<file path="config.mk">
export PLATFORM = sky130hd
export DESIGN_NAME = multicycle_core
export DESIGN_NICKNAME = d
export VERILOG_FILES = /design/src/rtl/multicycle_core.sv
export SDC_FILE = /design/constraint.sdc
export NUM_CORES = 2
export LEC_CHECK = 0
export BUFFER_PORTS_ARGS = -buffer_cell sky130_fd_sc_hd__buf_2
export CELL_PAD_IN_SITES_DETAIL_PLACEMENT = 0
export CELL_PAD_IN_SITES_GLOBAL_PLACEMENT = 2
export CORE_MARGIN = 1.5
export CORE_UTILIZATION = 43
export DETAILED_ROUTE_END_ITERATION = 12
export PLACE_DENSITY_LB_ADDON = 0.05
export SETUP_SLACK_MARGIN = 0.05
export SYNTH_ARGS = -nofsm -noshare
export SYNTH_HDL_FRONTEND = slang
export SYNTH_SLANG_ARGS = --single-unit
</file>
<file path="constraint.sdc">
create_clock -name clk -period 5.55 [get_ports clk]
set_input_delay 0.555 -clock clk [delete_from_list [all_inputs] [get_ports clk]]
set_output_delay 0.555 -clock clk [all_outputs]
set_load 0.1 [all_outputs]
</file>
<file path="src/rtl/multicycle_core.sv">
// Multi-cycle RV32I/RV32E subset core with a single shared instruction/data
// memory port, ready-based wait states and a sticky illegal-instruction trap.
module multicycle_core #(
    parameter logic [31:0] RESET_PC  = 32'h0000_0000,
    parameter int          REG_COUNT = 32
) (
    input  logic        clk,
    input  logic        reset,
    output logic [31:0] Adr,
    output logic        MemReq,
    output logic        MemWrite,
    output logic [31:0] WriteData,
    input  logic [31:0] ReadData,
    input  logic        MemReady,
    output logic [31:0] PC,
    output logic        Trap
);

    localparam int IDX_W = (REG_COUNT > 16) ? 5 : 4;

    localparam logic [6:0] OP_LOAD   = 7'b0000011;
    localparam logic [6:0] OP_STORE  = 7'b0100011;
    localparam logic [6:0] OP_REG    = 7'b0110011;
    localparam logic [6:0] OP_IMM    = 7'b0010011;
    localparam logic [6:0] OP_BRANCH = 7'b1100011;
    localparam logic [6:0] OP_JAL    = 7'b1101111;

    typedef enum logic [3:0] {
        FETCH, DECODE, MEMADR, MEMREAD, MEMWB, MEMWRITE,
        EXECR, EXECI, ALUWB, BEQ, JAL, TRAP
    } state_t;

    state_t state, state_next, dec_next;

    logic [31:0] pc_q, old_pc, ir, a, b, imm, bta, alu_out, mdr;
    logic [31:0] rf [REG_COUNT];

    logic [6:0]  opcode, funct7;
    logic [4:0]  rd, rs1, rs2;
    logic [2:0]  funct3;
    logic [31:0] imm_i, imm_s, imm_b, imm_j, imm_sel;
    logic [31:0] rs1_val, rs2_val, alu_b, alu_res, rf_wdata;
    logic        rs1_ok, rs2_ok, rd_ok, alu_f3_ok, rf_we;

    assign opcode = ir[6:0];
    assign rd     = ir[11:7];
    assign funct3 = ir[14:12];
    assign rs1    = ir[19:15];
    assign rs2    = ir[24:20];
    assign funct7 = ir[31:25];

    assign imm_i = {{20{ir[31]}}, ir[31:20]};
    assign imm_s = {{20{ir[31]}}, ir[31:25], ir[11:7]};
    assign imm_b = {{19{ir[31]}}, ir[31], ir[7], ir[30:25], ir[11:8], 1'b0};
    assign imm_j = {{11{ir[31]}}, ir[31], ir[19:12], ir[20], ir[30:21], 1'b0};

    // Only the register fields an instruction actually uses are range-checked.
    assign rs1_ok = ({27'd0, rs1} < 32'(REG_COUNT));
    assign rs2_ok = ({27'd0, rs2} < 32'(REG_COUNT));
    assign rd_ok  = ({27'd0, rd}  < 32'(REG_COUNT));

    assign alu_f3_ok = (funct3 == 3'b000) || (funct3 == 3'b111) ||
                       (funct3 == 3'b110) || (funct3 == 3'b010);

    assign rs1_val = (rs1 == 5'd0) ? '0 : rf[rs1[IDX_W-1:0]];
    assign rs2_val = (rs2 == 5'd0) ? '0 : rf[rs2[IDX_W-1:0]];

    always_comb begin
        dec_next = TRAP;
        imm_sel  = imm_i;
        case (opcode)
            OP_LOAD: begin
                if (funct3 == 3'b010 && rs1_ok && rd_ok) dec_next = MEMADR;
            end
            OP_STORE: begin
                imm_sel = imm_s;
                if (funct3 == 3'b010 && rs1_ok && rs2_ok) dec_next = MEMADR;
            end
            OP_REG: begin
                if (rs1_ok && rs2_ok && rd_ok &&
                    ((funct7 == 7'b0000000 && alu_f3_ok) ||
                     (funct7 == 7'b0100000 && funct3 == 3'b000)))
                    dec_next = EXECR;
            end
            OP_IMM: begin
                if (alu_f3_ok && rs1_ok && rd_ok) dec_next = EXECI;
            end
            OP_BRANCH: begin
                imm_sel = imm_b;
                if (funct3 == 3'b000 && rs1_ok && rs2_ok) dec_next = BEQ;
            end
            OP_JAL: begin
                imm_sel = imm_j;
                if (rd_ok) dec_next = JAL;
            end
            default: ;
        endcase
    end

    always_comb begin
        alu_b   = (state == EXECI) ? imm : b;
        alu_res = a + alu_b;
        case (funct3)
            3'b000: if (state == EXECR && funct7[5]) alu_res = a - alu_b;
            3'b111: alu_res = a & alu_b;
            3'b110: alu_res = a | alu_b;
            3'b010: alu_res = {31'd0, $signed(a) < $signed(alu_b)};
            default: ;
        endcase
    end

    always_ff @(posedge clk or negedge reset) begin
        if (!reset) state <= FETCH;
        else        state <= state_next;
    end

    always_comb begin
        state_next = state;
        case (state)
            FETCH:    if (MemReady) state_next = DECODE;
            DECODE:   state_next = dec_next;
            MEMADR:   state_next = opcode[5] ? MEMWRITE : MEMREAD;
            MEMREAD:  if (MemReady) state_next = MEMWB;
            MEMWRITE: if (MemReady) state_next = FETCH;
            EXECR,
            EXECI:    state_next = ALUWB;
            MEMWB,
            ALUWB,
            BEQ,
            JAL:      state_next = FETCH;
            TRAP:     state_next = TRAP;
            default:  state_next = FETCH;
        endcase
    end

    // Reset gates the request so nothing is issued while reset is held.
    always_comb begin
        MemReq    = 1'b0;
        MemWrite  = 1'b0;
        Adr       = pc_q;
        WriteData = '0;
        if (reset) begin
            case (state)
                FETCH: MemReq = 1'b1;
                MEMREAD: begin
                    Adr    = alu_out;
                    MemReq = 1'b1;
                end
                MEMWRITE: begin
                    Adr       = alu_out;
                    MemReq    = 1'b1;
                    MemWrite  = 1'b1;
                    WriteData = b;
                end
                default: ;
            endcase
        end
    end

    assign PC   = pc_q;
    assign Trap = (state == TRAP);

    always_ff @(posedge clk or negedge reset) begin
        if (!reset) begin
            pc_q    <= RESET_PC;
            old_pc  <= RESET_PC;
            ir      <= '0;
            a       <= '0;
            b       <= '0;
            imm     <= '0;
            bta     <= '0;
            alu_out <= '0;
            mdr     <= '0;
        end else begin
            case (state)
                FETCH: begin
                    if (MemReady) begin
                        ir     <= ReadData;
                        old_pc <= pc_q;
                        pc_q   <= pc_q + 32'd4;
                    end
                end
                DECODE: begin
                    a   <= rs1_val;
                    b   <= rs2_val;
                    imm <= imm_sel;
                    bta <= old_pc + imm_sel;
                    if (dec_next == TRAP) pc_q <= old_pc;
                end
                MEMADR:  alu_out <= a + imm;
                MEMREAD: if (MemReady) mdr <= ReadData;
                EXECR,
                EXECI:   alu_out <= alu_res;
                BEQ:     if (a == b) pc_q <= bta;
                JAL:     pc_q <= bta;
                default: ;
            endcase
        end
    end

    always_comb begin
        rf_wdata = alu_out;
        case (state)
            MEMWB:   rf_wdata = mdr;
            JAL:     rf_wdata = old_pc + 32'd4;
            default: ;
        endcase
        rf_we = ((state == MEMWB) || (state == ALUWB) || (state == JAL)) && (rd != 5'd0);
    end

    always_ff @(posedge clk or negedge reset) begin
        if (!reset) begin
            for (int i = 0; i < REG_COUNT; i++) rf[i] <= '0;
        end else if (rf_we) begin
            rf[rd[IDX_W-1:0]] <= rf_wdata;
        end
    end

endmodule

</file>
=== After elaboration in Yosys (flattened, before gate mapping) ===
Index checks and enable logic that the tools add are counted.

* Register bits after elaboration: 1,305
* Input port bits: 35
* Output and inout bits: 99
* Logic and storage cells: 152

* Add/subtract/negate cells: 6
* Order comparisons: 5
* Equal/unequal tests: 28
* Muxes and demuxes: 39
* Bitwise gates (word level): 5
* Reductions and logical operators: 27

{| class="wikitable"
|+ Operators by type and width
! cell !! number
|-
| bitwise mux 1024 bit || 1
|-
| 2-to-1 mux 32 bit || 16
|-
| binary-select mux 32 bit (select 5 bit) || 2
|-
| one-hot mux 32 bit (4 select lines) || 2
|-
| demux 32 bit (select 5 bit) || 1
|-
| one-hot mux 32 bit (2 select lines) || 2
|-
| adder 32 bit || 3
|-
| adder 32 x 3 -> 32 bit (second input constant) || 2
|-
| one-hot mux 20 bit (3 select lines) || 1
|-
| bitwise AND 32 bit || 1
|-
| equality test 32 bit || 1
|-
| less-than comparator 32 bit || 1
|-
| OR 32 bit || 1
|-
| subtractor 32 bit || 1
|-
| one-hot mux 4 bit (7 select lines) || 1
|-
| 2-to-1 mux 4 bit || 6
|-
| equality test 7 x 6 -> 1 bit (second input constant) || 3
|-
| equality test 4 bit (second input constant) || 5
|-
| one-hot mux 4 bit (5 select lines) || 1
|-
| greater-or-equal comparator 6 bit (second input constant) || 3
|-
| NOT 5 -> 6 bit || 3
|-
| equality test 4 x 3 -> 1 bit (second input constant) || 4
|-
| equality test 7 bit (second input constant) || 2
|-
| logical NOT 5 bit || 2
|-
| other kinds (24) || 45
|}

=== Longest topological paths before layout ===
* Depth in word-level cells: 11
* Mapped depth: 20
* Depth with buffers taken out: 17

=== Worst setup path after synthesis ===
No wires, ideal clock.

* Kind: register to register
* From: reg state[0]
* To: reg alu_out[29]
* Library setup time: 0.126 ns
* Arrival: 4.431 ns
* Required time: 5.424 ns
* Path slack: 0.992 ns
* Stages on the path, launching flop included: 19
* Path buffers: 4
* Period minus slack after synthesis: 4.558 ns
* Cell sequence: dfrtp_1 clkbuf_1 clkbuf_1 nand3_1 clkbuf_1 clkbuf_1 nand2_1 nand2_1 inv_1 ha_1 or4_4 or4_1 o21a_1 a311o_1 a21oi_2 xnor2_1 o32ai_2 a221oi_1 a311o_1

* Cells in the longest elaborated chain, start to end: 6
* Elaborated cells between the ends (all ways): 14
* Classes of those cells: add/sub: 2; eq/ne: 3; mux: 4; bitwise: 2; reduce/logical: 3

{| class="wikitable"
|+ Ends and longest elaborated chain
! item !! line !! source
|-
| from (decl) || 33 || <nowiki>state_t state, state_next, dec_next;</nowiki>
|-
| from (signal assigned) || 114 || <nowiki>else state <= state_next;</nowiki>
|-
| equality test 4 x 3 -> 1 bit || 101, 175 ||
|-
| 2-to-1 mux 32 bit || 101 || <nowiki>alu_b = (state == EXECI) ? imm : b;</nowiki>
|-
| adder 32 bit / subtractor 32 bit (equally long branches) || 102, 104 ||
|-
| 2-to-1 mux 32 bit || 104 || <nowiki>3'b000: if (state == EXECR && funct7[5]) alu_res = a - alu_b;</nowiki>
|-
| one-hot mux 32 bit (4 select lines) || 103 || <nowiki>case (funct3)</nowiki>
|-
| one-hot mux 32 bit (2 select lines) || 175 || <nowiki>case (state)</nowiki>
|-
| to (signal assigned) || 190 || <nowiki>MEMADR: alu_out <= a + imm;</nowiki>
|-
| to (signal assigned) || 193 || <nowiki>EXECI: alu_out <= alu_res;</nowiki>
|-
| to (decl) || 35 || <nowiki>logic [31:0] pc_q, old_pc, ir, a, b, imm, bta, alu_out, mdr;</nowiki>
|}

Parallel ways exist; a longest one is shown, timed or not.
A chain may end at the register's enable or synchronous reset.

=== Worst setup path in the final report ===
* From: reg state[1]
* To: reg alu_out[29]

Same word-level chain as after synthesis.

==> impl_metrics.py <==
metrics = {
    "worst_setup_path": {
        "cp_max_fo": 33,
        "crit_path_end_kind": "register",
        "cp.required_ns": 6.25,
        "r2r_start": "state[1]",
        "worstSetupStartpoint": "state[1]",
        "worstSetupPathType": "reg2reg",
        "crit_arrival_ns": 5.68,
        "cp-start-kind": "register",
    },
    "clock_network": {
        "cts_tree": "yes",
        "cts_buffers": 155,
        "cts-root-buf": "clkbuf_16",
        "clkTransAtPathRegs_ns": 0.06,
        "clkLatencyLatePin_ns": 0.82,
        "cts_setup_buffers": 0,
        "cts_resized": 0,
        "htreeDepth": 4,
        "holdBufCountCts": 27,
        "numClockSinks": 1305,
        "cts_buffer_depth": 3,
    },
    "timing": {
        "tns_ns": 0,
        "setup_viol": 0,
        "setup_ws_ns": 0.569,
        "worst_pin_slew_ns": 1.34,
        "rsz0062_at_grt": "no",
        "slew_viol_final": 0,
        "skew_ns": 0.0274,
        "slew-limit-headroom_pct": 10.5,
        "finalCriticalPeriod_ns": 4.98,
        "fmax_ghz": 0.201,
        "fin_crit_sh_pct": 89.7,
        "hold_viol_final": 0,
    },
    "synthesis": {
        "synth-seq-area-share_pct": 44.5,
        "yosysWarnings": 0,
        "syn-num-nets": 7123,
        "async_flop_share_pct": 100,
        "synth_flop_cell": "dfrtp_1",
        "syn_inst": 6923,
        "ys_seq_elements": 1305,
        "syn_avg_cell_area_um2": 10.6,
        "syn_area_mm2": 0.0733,
        "synth_edf_count": 0,
        "synth_cell_type_count": 78,
    },
    "cells_and_area": {
        "area_growth_pct": 12.0,
        "final_cell_mix": "1295 x dfrtp_1, 1023 x nand2_1, 782 x o21ai_0",
        "final_common_cell": "dfrtp_1",
        "layout.nets": 6991,
        "final_layout_size_suffix_gt1_share_pct": 19.8,
    },
    "route": {
        "drt_iter0_drc": 5365,
        "drtPass1Iterations": 5,
        "detail-route-antenna-nets": 0,
        "vias": 56049,
        "detail_route.wl_per_cell_um": 30.6,
        "vias_per_cell": 6.14,
        "drc": 0,
        "drt_wl_total_um": 280000,
    },
    "power_and_ir_drop": {
        "vdd_drop_max_v": 0.000401,
        "switching_share_pct": 45.2,
        "power_leakage_nw": 35.0,
        "switching_power_mw": 24.3,
        "seqPwrFrac_pct": 32.2,
        "p_per_area_mw_per_mm2": 655,
        "p_clk_share_pct": 19.0,
        "power_frac_comb_pct": 48.9,
        "internal-power_mw": 29.5,
    },
    "die": {
        "die-area_mm2": 0.173,
        "start_util_pct": 43.3,
        "chipHeight_um": 416,
        "fp.dieW_um": 416,
        "rows": 151,
        "ioPinCount": 134,
        "core_area_mm2": 0.169,
    },
    "hold_path": {
        "hold_path_class": "in2reg",
        "min_from": "ReadData[6]",
    },
    "grt": {
        "grt_pass1_vias": 55730,
        "antenna_found_initial": 17,
        "grt-ovfl-total": 0,
        "grt_usage_pct": 32.6,
        "grt_pass1_wl_um": 409000,
        "grt_max_degree": 170,
    },
    "placement": {
        "pre_cts_ws_ns": 0.731,
        "port_buffers": 133,
        "dp_hpwl_um": 181000,
        "gp_congestion": 0.968,
    },
    "flow_run": {
        "maxCapViolCount": 0,
    },
    "run_status": {
        "status": "completed",
    },
}
==> worst max-delay path, stage by stage, from the launching register on <==
cell       delay (ns)
dfrtp_1          0.58
nand3_2          0.14
buf_4            0.46
mux2_2           0.42
inv_1            0.08
ha_1             0.36
or2_2            0.41
a2111oi_0        0.67
o21ai_0          0.33
a311o_1          0.48
a21oi_2          0.19
xnor2_1          0.11
o32ai_2          0.22
a221oi_1         0.12
a311o_1          0.29
==> logic make-up (layout without fill, tap and decap cells) <==
logic type	Yosys count	in the layout	share of synthesized area, %
xor gates and xnor gates	158	158	1.89
other	0	2	0
AOI/OAI and AO/OA	1789	1789	13.8
and+or+nand+nor	1962	1962	11.1
buffers and inverters	742	725	3.81
muxes	802	802	22.0
adders and majority gates	165	165	2.86
DFF	1305	1305	44.5
==> stage by stage <==
stage / instances / cell area (um^2) / hold slack [ns] / utilization (%) / total power, mW
2_1_floorplan: 6923 / 73300 / 0.259 / - / 33.9
3_3_place_gp: 8825 / 76900 / 0.376 / 45.4 / 43.2
3_5_place_dp: 8825 / 76900 / 0.383 / 45.4 / 43.5
4_1_cts: 9124 / 82100 / 0.000498 / 48.5 / 53.9
5_1_grt: 9124 / 82100 / 0.0493 / 48.5 / 56.7
6_report: 9126 / 82100 / 0.0543 / 48.5 / 53.8
==> synthesized netlist by cell type, types with 23 or more instances <==
master / instances / area (um^2)
nand2_1: 1034 / 3880
nand3_1: 42 / 210
a221oi_1: 49 / 429
nor2b_1: 29 / 181
nor2_1: 605 / 2270
nand4_1: 27 / 169
mux2i_1: 71 / 711
a21o_1: 46 / 345
inv_1: 125 / 469
xor2_1: 56 / 490
nand2b_1: 23 / 144
a21oi_1: 606 / 3030
ha_1: 161 / 2010
clkbuf_1: 539 / 2020
dfrtp_1: 1305 / 32700
xnor2_1: 102 / 893
a211oi_1: 31 / 233
buf_1: 73 / 274
mux2_2: 91 / 1020
o22ai_1: 53 / 332
o21ai_0: 784 / 3920
mux4_2: 640 / 14400
nor3_1: 56 / 280
and2_1: 45 / 282
o2bb2ai_1: 25 / 219
==> metal layers <==
metal | track usage, % | vias up | wire [um]
met1 | 47.5 | 29053 | 126000
met3 | 4.54 | 406 | 16400
met2 | 50.3 | 1724 | 128000
met5 | 0 | - | 59
li1 | - | 24858 | -
met4 | 10.4 | 8 | 9290
==> state kept, by name, summed over array words and instances, names as in the netlist <==
| register | count |
|---|---|
| rf | 1024 |
| imm | 21 |
| state | 4 |
| b | 32 |
| a | 32 |
| mdr | 32 |
| bta | 32 |
| old_pc | 32 |
| ir | 32 |
| alu_out | 32 |
| PC | 32 |
==> worst paths after layout <==
check                              end  slack (ns)  cells past startpoint
min in group asynchronous       PC[25]        0.27                      2
setup reg to reg           alu_out[29]        0.57                     14
hold reg to reg               rf[1002]        0.39                      0
max in group asynchronous       rf[57]        2.41                      5
hold / removal                   ir[6]        0.05                      3
setup / recovery           alu_out[29]        0.57                     14
==> area by class of cell <==
type | instances | area, um^2
antenna | 2 | 5.00
sequential | 1305 | 32700
inverter | 126 | 473
fill | 15677 | 87100
clock buffer | 237 | 4620
timing repair buffer | 327 | 2500
tap | 2218 | 2780
clock inverter | 35 | 370
multi-input combinational | 4876 | 38700
==> power groups by stage <==
stage	combinational, mW	sequential, mW	clock, mW
4_1_cts	26.2	17.2	10.4
3_5_place_dp	26.2	17.4	0
5_1_grt	28.2	17.8	10.7
3_3_place_gp	26.0	17.2	0
6_report	26.3	17.3	10.2
2_1_floorplan	18.0	15.8	0
Power figures use the tool's default switching activity.
